==> src/rtl/mem_arbiter_if.sv <==
// mem_arbiter_if: request, response and memory bus signals for the two-port memory arbiter
//   slave  : arbiter side (takes CPU/DMA requests and memory responses, drives acks, rdata and memory strobes)
//   master : environment side (CPU/DMA requesters and the physical memory)
interface mem_arbiter_if;
  logic        cpu_read, cpu_write, cpu_ack;
  logic [15:0] cpu_addr, cpu_wdata, cpu_rdata;
  logic        dma_read, dma_write, dma_ack;
  logic [15:0] dma_addr, dma_wdata, dma_rdata;
  logic        err;
  logic        mem_read, mem_write, mem_ack;
  logic [15:0] mem_addr, mem_wdata, mem_rdata;
  logic        owner;
  logic [1:0]  arb_state;
  modport slave (
    input  cpu_read, cpu_write, cpu_addr, cpu_wdata,
    input  dma_read, dma_write, dma_addr, dma_wdata,
    input  mem_rdata, mem_ack,
    output cpu_rdata, cpu_ack, dma_rdata, dma_ack, err,
    output mem_read, mem_write, mem_addr, mem_wdata, owner, arb_state
  );
  modport master (
    output cpu_read, cpu_write, cpu_addr, cpu_wdata,
    output dma_read, dma_write, dma_addr, dma_wdata,
    output mem_rdata, mem_ack,
    input  cpu_rdata, cpu_ack, dma_rdata, dma_ack, err,
    input  mem_read, mem_write, mem_addr, mem_wdata, owner, arb_state
  );
endinterface

==> src/rtl/mem_arbiter.sv <==
// mem_arbiter: round-robin arbiter sharing one memory bus between a CPU port and a DMA port
//   clock : rising-edge clock
//   reset : synchronous, active-low
//   bus   : mem_arbiter_if.slave (CPU/DMA request ports, memory bus, err, owner, arb_state)
//   TIMEOUT : BUSY cycles without mem_ack before an error completion (0 disables)
module mem_arbiter #(
  parameter int TIMEOUT = 255
) (
  input logic         clock,
  input logic         reset,
  mem_arbiter_if.slave bus
);
  typedef enum logic [1:0] {IDLE = 2'd0, BUSY = 2'd1, DONE = 2'd2} state_t;
  localparam logic [7:0] TO = TIMEOUT[7:0];
  state_t      r_state;
  logic        r_last;
  logic [7:0]  r_cnt;
  logic        w_cpu_req, w_dma_req, w_grant_dma, w_wr;
  logic [7:0]  w_cnt_nxt;
  logic        w_timeout, w_fin;
  logic [15:0] w_rdata;
  assign w_cpu_req   = bus.cpu_read | bus.cpu_write;
  assign w_dma_req   = bus.dma_read | bus.dma_write;
  // on a tie the port that was not granted last wins
  assign w_grant_dma = w_dma_req & (~w_cpu_req | ~r_last);
  assign w_wr        = w_grant_dma ? bus.dma_write : bus.cpu_write;
  assign w_cnt_nxt   = r_cnt + 8'd1;
  // mem_ack has priority, so an ack on the timeout cycle is a normal completion
  assign w_timeout   = (TIMEOUT != 0) && !bus.mem_ack && (w_cnt_nxt == TO);
  assign w_fin       = bus.mem_ack | w_timeout;
  assign w_rdata     = bus.mem_ack ? bus.mem_rdata : 16'hFFFF;
  assign bus.arb_state = r_state;
  always_ff @(posedge clock) begin
    if (!reset) begin
      r_state       <= IDLE;
      r_last        <= 1'b1;
      r_cnt         <= '0;
      bus.mem_read  <= 1'b0;
      bus.mem_write <= 1'b0;
      bus.mem_addr  <= '0;
      bus.mem_wdata <= '0;
      bus.cpu_ack   <= 1'b0;
      bus.dma_ack   <= 1'b0;
      bus.err       <= 1'b0;
      bus.cpu_rdata <= '0;
      bus.dma_rdata <= '0;
      bus.owner     <= 1'b0;
    end else begin
      bus.cpu_ack <= 1'b0;
      bus.dma_ack <= 1'b0;
      bus.err     <= 1'b0;
      case (r_state)
        IDLE: if (w_cpu_req | w_dma_req) begin
          bus.owner     <= w_grant_dma;
          r_last        <= w_grant_dma;
          bus.mem_addr  <= w_grant_dma ? bus.dma_addr : bus.cpu_addr;
          bus.mem_wdata <= w_grant_dma ? bus.dma_wdata : bus.cpu_wdata;
          bus.mem_write <= w_wr;
          bus.mem_read  <= ~w_wr;
          r_cnt         <= '0;
          r_state       <= BUSY;
        end
        BUSY: begin
          r_cnt <= w_cnt_nxt;
          if (w_fin) begin
            bus.mem_read  <= 1'b0;
            bus.mem_write <= 1'b0;
            if (bus.mem_read && bus.owner) bus.dma_rdata <= w_rdata;
            if (bus.mem_read && !bus.owner) bus.cpu_rdata <= w_rdata;
            bus.dma_ack <= bus.owner;
            bus.cpu_ack <= ~bus.owner;
            bus.err     <= w_timeout;
            r_state     <= DONE;
          end
        end
        default: r_state <= IDLE;
      endcase
    end
  end
endmodule
==> src/flat_wrapper.sv <==
// flat-port wrapper written by rule: the top's interface ports become plain ports
module mem_arbiter_flat 
#(
  parameter int TIMEOUT = 255
)
  (clock, reset, bus_cpu_read, bus_cpu_write, bus_cpu_addr, bus_cpu_wdata, bus_dma_read, bus_dma_write, bus_dma_addr, bus_dma_wdata, bus_mem_rdata, bus_mem_ack, bus_cpu_rdata, bus_cpu_ack, bus_dma_rdata, bus_dma_ack, bus_err, bus_mem_read, bus_mem_write, bus_mem_addr, bus_mem_wdata, bus_owner, bus_arb_state);
  mem_arbiter_if bus_i ();
  input logic clock;
  input logic reset;
  input wire logic [$bits(bus_i.cpu_read)-1:0] bus_cpu_read;
  input wire logic [$bits(bus_i.cpu_write)-1:0] bus_cpu_write;
  input wire logic [$bits(bus_i.cpu_addr)-1:0] bus_cpu_addr;
  input wire logic [$bits(bus_i.cpu_wdata)-1:0] bus_cpu_wdata;
  input wire logic [$bits(bus_i.dma_read)-1:0] bus_dma_read;
  input wire logic [$bits(bus_i.dma_write)-1:0] bus_dma_write;
  input wire logic [$bits(bus_i.dma_addr)-1:0] bus_dma_addr;
  input wire logic [$bits(bus_i.dma_wdata)-1:0] bus_dma_wdata;
  input wire logic [$bits(bus_i.mem_rdata)-1:0] bus_mem_rdata;
  input wire logic [$bits(bus_i.mem_ack)-1:0] bus_mem_ack;
  output wire logic [$bits(bus_i.cpu_rdata)-1:0] bus_cpu_rdata;
  output wire logic [$bits(bus_i.cpu_ack)-1:0] bus_cpu_ack;
  output wire logic [$bits(bus_i.dma_rdata)-1:0] bus_dma_rdata;
  output wire logic [$bits(bus_i.dma_ack)-1:0] bus_dma_ack;
  output wire logic [$bits(bus_i.err)-1:0] bus_err;
  output wire logic [$bits(bus_i.mem_read)-1:0] bus_mem_read;
  output wire logic [$bits(bus_i.mem_write)-1:0] bus_mem_write;
  output wire logic [$bits(bus_i.mem_addr)-1:0] bus_mem_addr;
  output wire logic [$bits(bus_i.mem_wdata)-1:0] bus_mem_wdata;
  output wire logic [$bits(bus_i.owner)-1:0] bus_owner;
  output wire logic [$bits(bus_i.arb_state)-1:0] bus_arb_state;
  assign bus_i.cpu_read = bus_cpu_read;
  assign bus_i.cpu_write = bus_cpu_write;
  assign bus_i.cpu_addr = bus_cpu_addr;
  assign bus_i.cpu_wdata = bus_cpu_wdata;
  assign bus_i.dma_read = bus_dma_read;
  assign bus_i.dma_write = bus_dma_write;
  assign bus_i.dma_addr = bus_dma_addr;
  assign bus_i.dma_wdata = bus_dma_wdata;
  assign bus_i.mem_rdata = bus_mem_rdata;
  assign bus_i.mem_ack = bus_mem_ack;
  assign bus_cpu_rdata = bus_i.cpu_rdata;
  assign bus_cpu_ack = bus_i.cpu_ack;
  assign bus_dma_rdata = bus_i.dma_rdata;
  assign bus_dma_ack = bus_i.dma_ack;
  assign bus_err = bus_i.err;
  assign bus_mem_read = bus_i.mem_read;
  assign bus_mem_write = bus_i.mem_write;
  assign bus_mem_addr = bus_i.mem_addr;
  assign bus_mem_wdata = bus_i.mem_wdata;
  assign bus_owner = bus_i.owner;
  assign bus_arb_state = bus_i.arb_state;
  mem_arbiter #(.TIMEOUT(TIMEOUT)) u_core (.clock(clock), .reset(reset), .bus(bus_i));
endmodule
==> config.mk <==
export PLATFORM = sky130hd
export DESIGN_NAME = mem_arbiter_flat
export DESIGN_NICKNAME = d
export VERILOG_FILES = /design/src/rtl/mem_arbiter_if.sv /design/src/rtl/mem_arbiter.sv /design/src/flat_wrapper.sv
export SDC_FILE = /design/constraint.sdc
export NUM_CORES = 1
export LEC_CHECK = 0
export BUFFER_PORTS_ARGS = -buffer_cell sky130_fd_sc_hd__buf_2
export CAP_MARGIN = 40
export CORE_MARGIN = 5
export CORE_UTILIZATION = 40
export DETAILED_ROUTE_END_ITERATION = 10
export PLACE_DENSITY = 0.7
export SETUP_SLACK_MARGIN = 0.02
export SLEW_MARGIN = 20
export SYNTH_ARGS = -nofsm -noshare
export SYNTH_HDL_FRONTEND = slang
export SYNTH_SLANG_ARGS = --single-unit
==> constraint.sdc <==
create_clock -name clock -period 3.3 [get_ports clock]
set_input_delay 0.66 -clock clock [delete_from_list [all_inputs] [get_ports clock]]
set_output_delay 0.66 -clock clock [all_outputs]
set_load 0.05 [all_outputs]
==> flow_summary.yaml <==
cts:
  cts_hold_buf: 0
  clk_root_buffer_cell: "clkbuf_8"
  cts_tree: "built"
  clkLatencyLatePin_ns: 0.34
  clk_path_buf_depth: 2
  clkTransAtPathRegs_ns: 0.08
  numCtsBuffers: 9
  cts_setup_buffers: 0
  cts_sinks: 81
  cts_max_level: 3
  post_cts_resized: 0
power_and_ir_drop:
  power_density_nw_per_um2: 513
  switching_share_pct: 35.2
  peakVddDrop_mv: 0.240
  combPwrFrac_pct: 24.7
  p_seq_share_pct: 46.8
  intPower_mw: 1.50
  p_switching_uw: 813
  p_leak_nw: 2.15
  pwr-share-clk_pct: 28.5
setup_path:
  crit_path_end_kind: "flip-flop"
  rrSetupSlack_ns: 1.06
  criticalPathCategory: "flip-flop to flip-flop"
  critPathSlowestCell: "or3_1"
  cpPeakStageDelay_ns: 0.74
  worstPathArrival_ns: 2.50
  cp-endpoint: "u_core.bus.cpu_rdata[2]"
  crit_chain: "ha_1, xnor2_1, or3_1, or3_1, a21oi_1"
  critPathBufInv: 0
  cpMostUsedCell: "or3_1"
  reg2reg_from: "u_core.r_cnt[0]"
  regToRegEndpoint: "u_core.bus.cpu_rdata[2]"
  cp.required_ns: 3.56
  path_max_fanout: 15
  r2r_cells: 5
  path_delay_family: "simple AND/OR/NAND/NOR gates"
  critPathLaunch: "u_core.r_cnt[0]"
  start_kind: "flip-flop"
  cp.depth: 5
place:
  dp_hpwl_mm: 6.88
  dp.cells: 616
  post-place-ws_ns: 1.04
  portBuffers: 158
  gp_congestion: 0.777
routing:
  drc: 0
  wl_mm: 9.14
  drt_iter0_markers: 107
  num_vias: 3319
  drtAntennaViolNets: 0
  wire_per_inst_um: 14.5
  first_pass_iters: 4
  via_per_inst: 5.25
timing:
  tns_ns: 0
  setup_ws_ns: 1.06
  final-setup-viol-count: 0
  hold_violations: 0
  period_needed_ns: 2.24
  relSlewSlack_pct: 49.3
  min_period_over_period_pct: 68.0
  drv_slew: 0
  fin_skew_ns: 0.0147
  tightest_slew_ns: 0.760
  rsz0062_at_grt: "false"
  max_freq_ghz: 0.446
floorplanning:
  core_um2: 8590
  die_area_um2: 10600
  io_pins: 159
  initial_core_util_pct: 40.4
  rows: 34
  die_w_um: 103
  die_h_um: 103
global_route:
  antenna_found_initial: 0
  grt-ovfl-total: 0
  grt_pass1_wl_mm: 14.1
  grt_max_degree: 67
  track_usage_pct: 16.9
  grt.met3_usage_pct: 5.48
  grt_pass1_vias: 2959
  use_met1_pct: 21.0
  grt_use_met2_pct: 26.7
  grt.busiest_layer: "met2"
logic_synthesis:
  yosysSeqAreaShare_pct: 46.8
  async_flop_share_pct: 0
  avgSynthCellArea_um2: 9.25
  ys_types: 40
  syn-cell-area_um2: 3470
  ys_top_cells_by_area: "dfxtp_1 47%, mux2i_1 9.2%, a211oi_1 7.1%"
  synth-edff-count: 0
  yosys_warnings: 0
  synth_cells: 375
  ys.flop_type: "dfxtp_1"
  syn-num-nets: 464
  yosysTopAreaCell: "dfxtp_1"
  synth_top_area_share_pct: 46.8
  synth_seq_cells: 81
final_layout:
  fillers: 828
  antenna_cells: 0
  final_nets: 608
  post-route-util_pct: 52.4
  multi_input_area_um2: 1730
  drive_gt1_share_pct: 37.4
  seqCellArea_um2: 1620
  stdcell_count: 632
  areaGrowthSynthToFinish_pct: 29.8
min_path:
  hold_path.class: "flip-flop to flip-flop"
  hold_depth: 2
run:
  max_cap_viol_count: 0
outcome:
  status: "finished clean"
[worst min-delay path: cells and delay by family, from the launching register on]
| family | cells | cell delay, ns |
|---|---|---|
| and+or+nand+nor | 1 | 0.09 |
| DFF | 1 | 0.32 |
| AOI/OAI and AO/OA | 1 | 0.05 |
[power by group through the flow]
stage | clock network [mW] | logic (mW) | registers (mW)
after floorplan | 0 | 0.201 | 1.31
after CTS | 0.682 | 0.576 | 1.08
final | 0.658 | 0.570 | 1.08
after detailed placement | 0 | 0.576 | 1.10
after global routing | 0.717 | 0.614 | 1.09
after global placement | 0 | 0.567 | 1.10
[per-layer routing]
metal / wire (µm) / up-vias / share of wire (%)
met5: 0 / - / 0
met4: 134 / 0 / 1.5
met3: 870 / 12 / 9.5
met2: 4280 / 125 / 47
met1: 3850 / 1519 / 42
li1: - / 1663 / -
[cells by family (layout without fill, tap and decap cells)]
group | after synthesis | count (layout) | share of synthesized area, %
adders and majority gates | 2 | 2 | 0.721
buffers and inverters | 33 | 182 | 3.90
and+or+nand+nor | 95 | 95 | 12.7
DFF | 81 | 81 | 46.8
AOI/OAI and AO/OA | 130 | 130 | 26.2
muxes | 32 | 32 | 9.24
xor gates and xnor gates | 2 | 2 | 0.505
[registers in the layout (all words and copies together) (netlist names)]
name,count
u_core.bus.mem_write,1
u_core.r_cnt,8
u_core.bus.owner,1
u_core.bus.cpu_rdata,16
u_core.bus.mem_addr,16
u_core.bus.mem_read,1
u_core.r_last,1
u_core.bus.err,1
u_core.bus.mem_wdata,16
u_core.bus.cpu_ack,1
u_core.bus.dma_ack,1
u_core.bus.arb_state,2
u_core.bus.dma_rdata,16
[cells in the mapped netlist, drive strengths merged, types with 3 or more instances]
master / number
a211oi: 33
o21ai: 25
mux2i: 32
a31oi: 6
nand3: 4
o211ai: 6
or3: 3
buf: 5
a21o: 3
nor3: 3
nand2: 12
o21a: 15
dfxtp: 81
and2: 3
nor2: 57
clkbuf: 25
o22a: 15
a21oi: 24
[cells in the final DEF, fill, tap and decap left out, types with 3 or more instances in the layout]
cell type,instances
buf_2,158
dfxtp_1,81
nor2_1,57
a211oi_1,33
mux2i_1,32
o21ai_0,24
o21a_1,15
o22a_1,15
a21oi_1,14
nand2_1,12
a21oi_2,10
clkbuf_8,9
o211ai_1,6
a31oi_1,6
buf_4,5
and2_1,3
or3_1,3
nand3_1,3
a21o_1,3
[layout make-up]
type,count,share of cell area (%)
multi-input combinational,261,38.4
timing repair buffer,163,18.4
clock buffer,10,2.83
inverter,3,0.250
tap,108,3.00
clock inverter,6,1.11
sequential,81,36.0
[stage by stage]
| step | power, mW | cell area (µm²) | hold WS (ns) |
|---|---|---|---|
| 4_1_cts | 2.34 | 4500 | 0.505 |
| 3_3_place_gp | 1.67 | 4320 | 0.477 |
| 3_5_place_dp | 1.68 | 4320 | 0.491 |
| 2_1_floorplan | 1.52 | 3470 | 0.465 |
| 5_1_grt | 2.42 | 4500 | 0.520 |
| 6_report | 2.31 | 4500 | 0.500 |
[worst min path at each step]
stage                                   startpoint                        to
after detailed placement    u_core.bus.mem_addr[6]    u_core.bus.mem_addr[6]
after CTS                   u_core.bus.mem_addr[2]    u_core.bus.mem_addr[2]
final                       u_core.bus.mem_addr[2]    u_core.bus.mem_addr[2]
after global placement    u_core.bus.dma_rdata[11]  u_core.bus.dma_rdata[11]
after global routing        u_core.bus.mem_addr[2]    u_core.bus.mem_addr[2]
after floorplan                      u_core.r_last             u_core.r_last
Note: power is estimated with default switching activity, not from simulation.
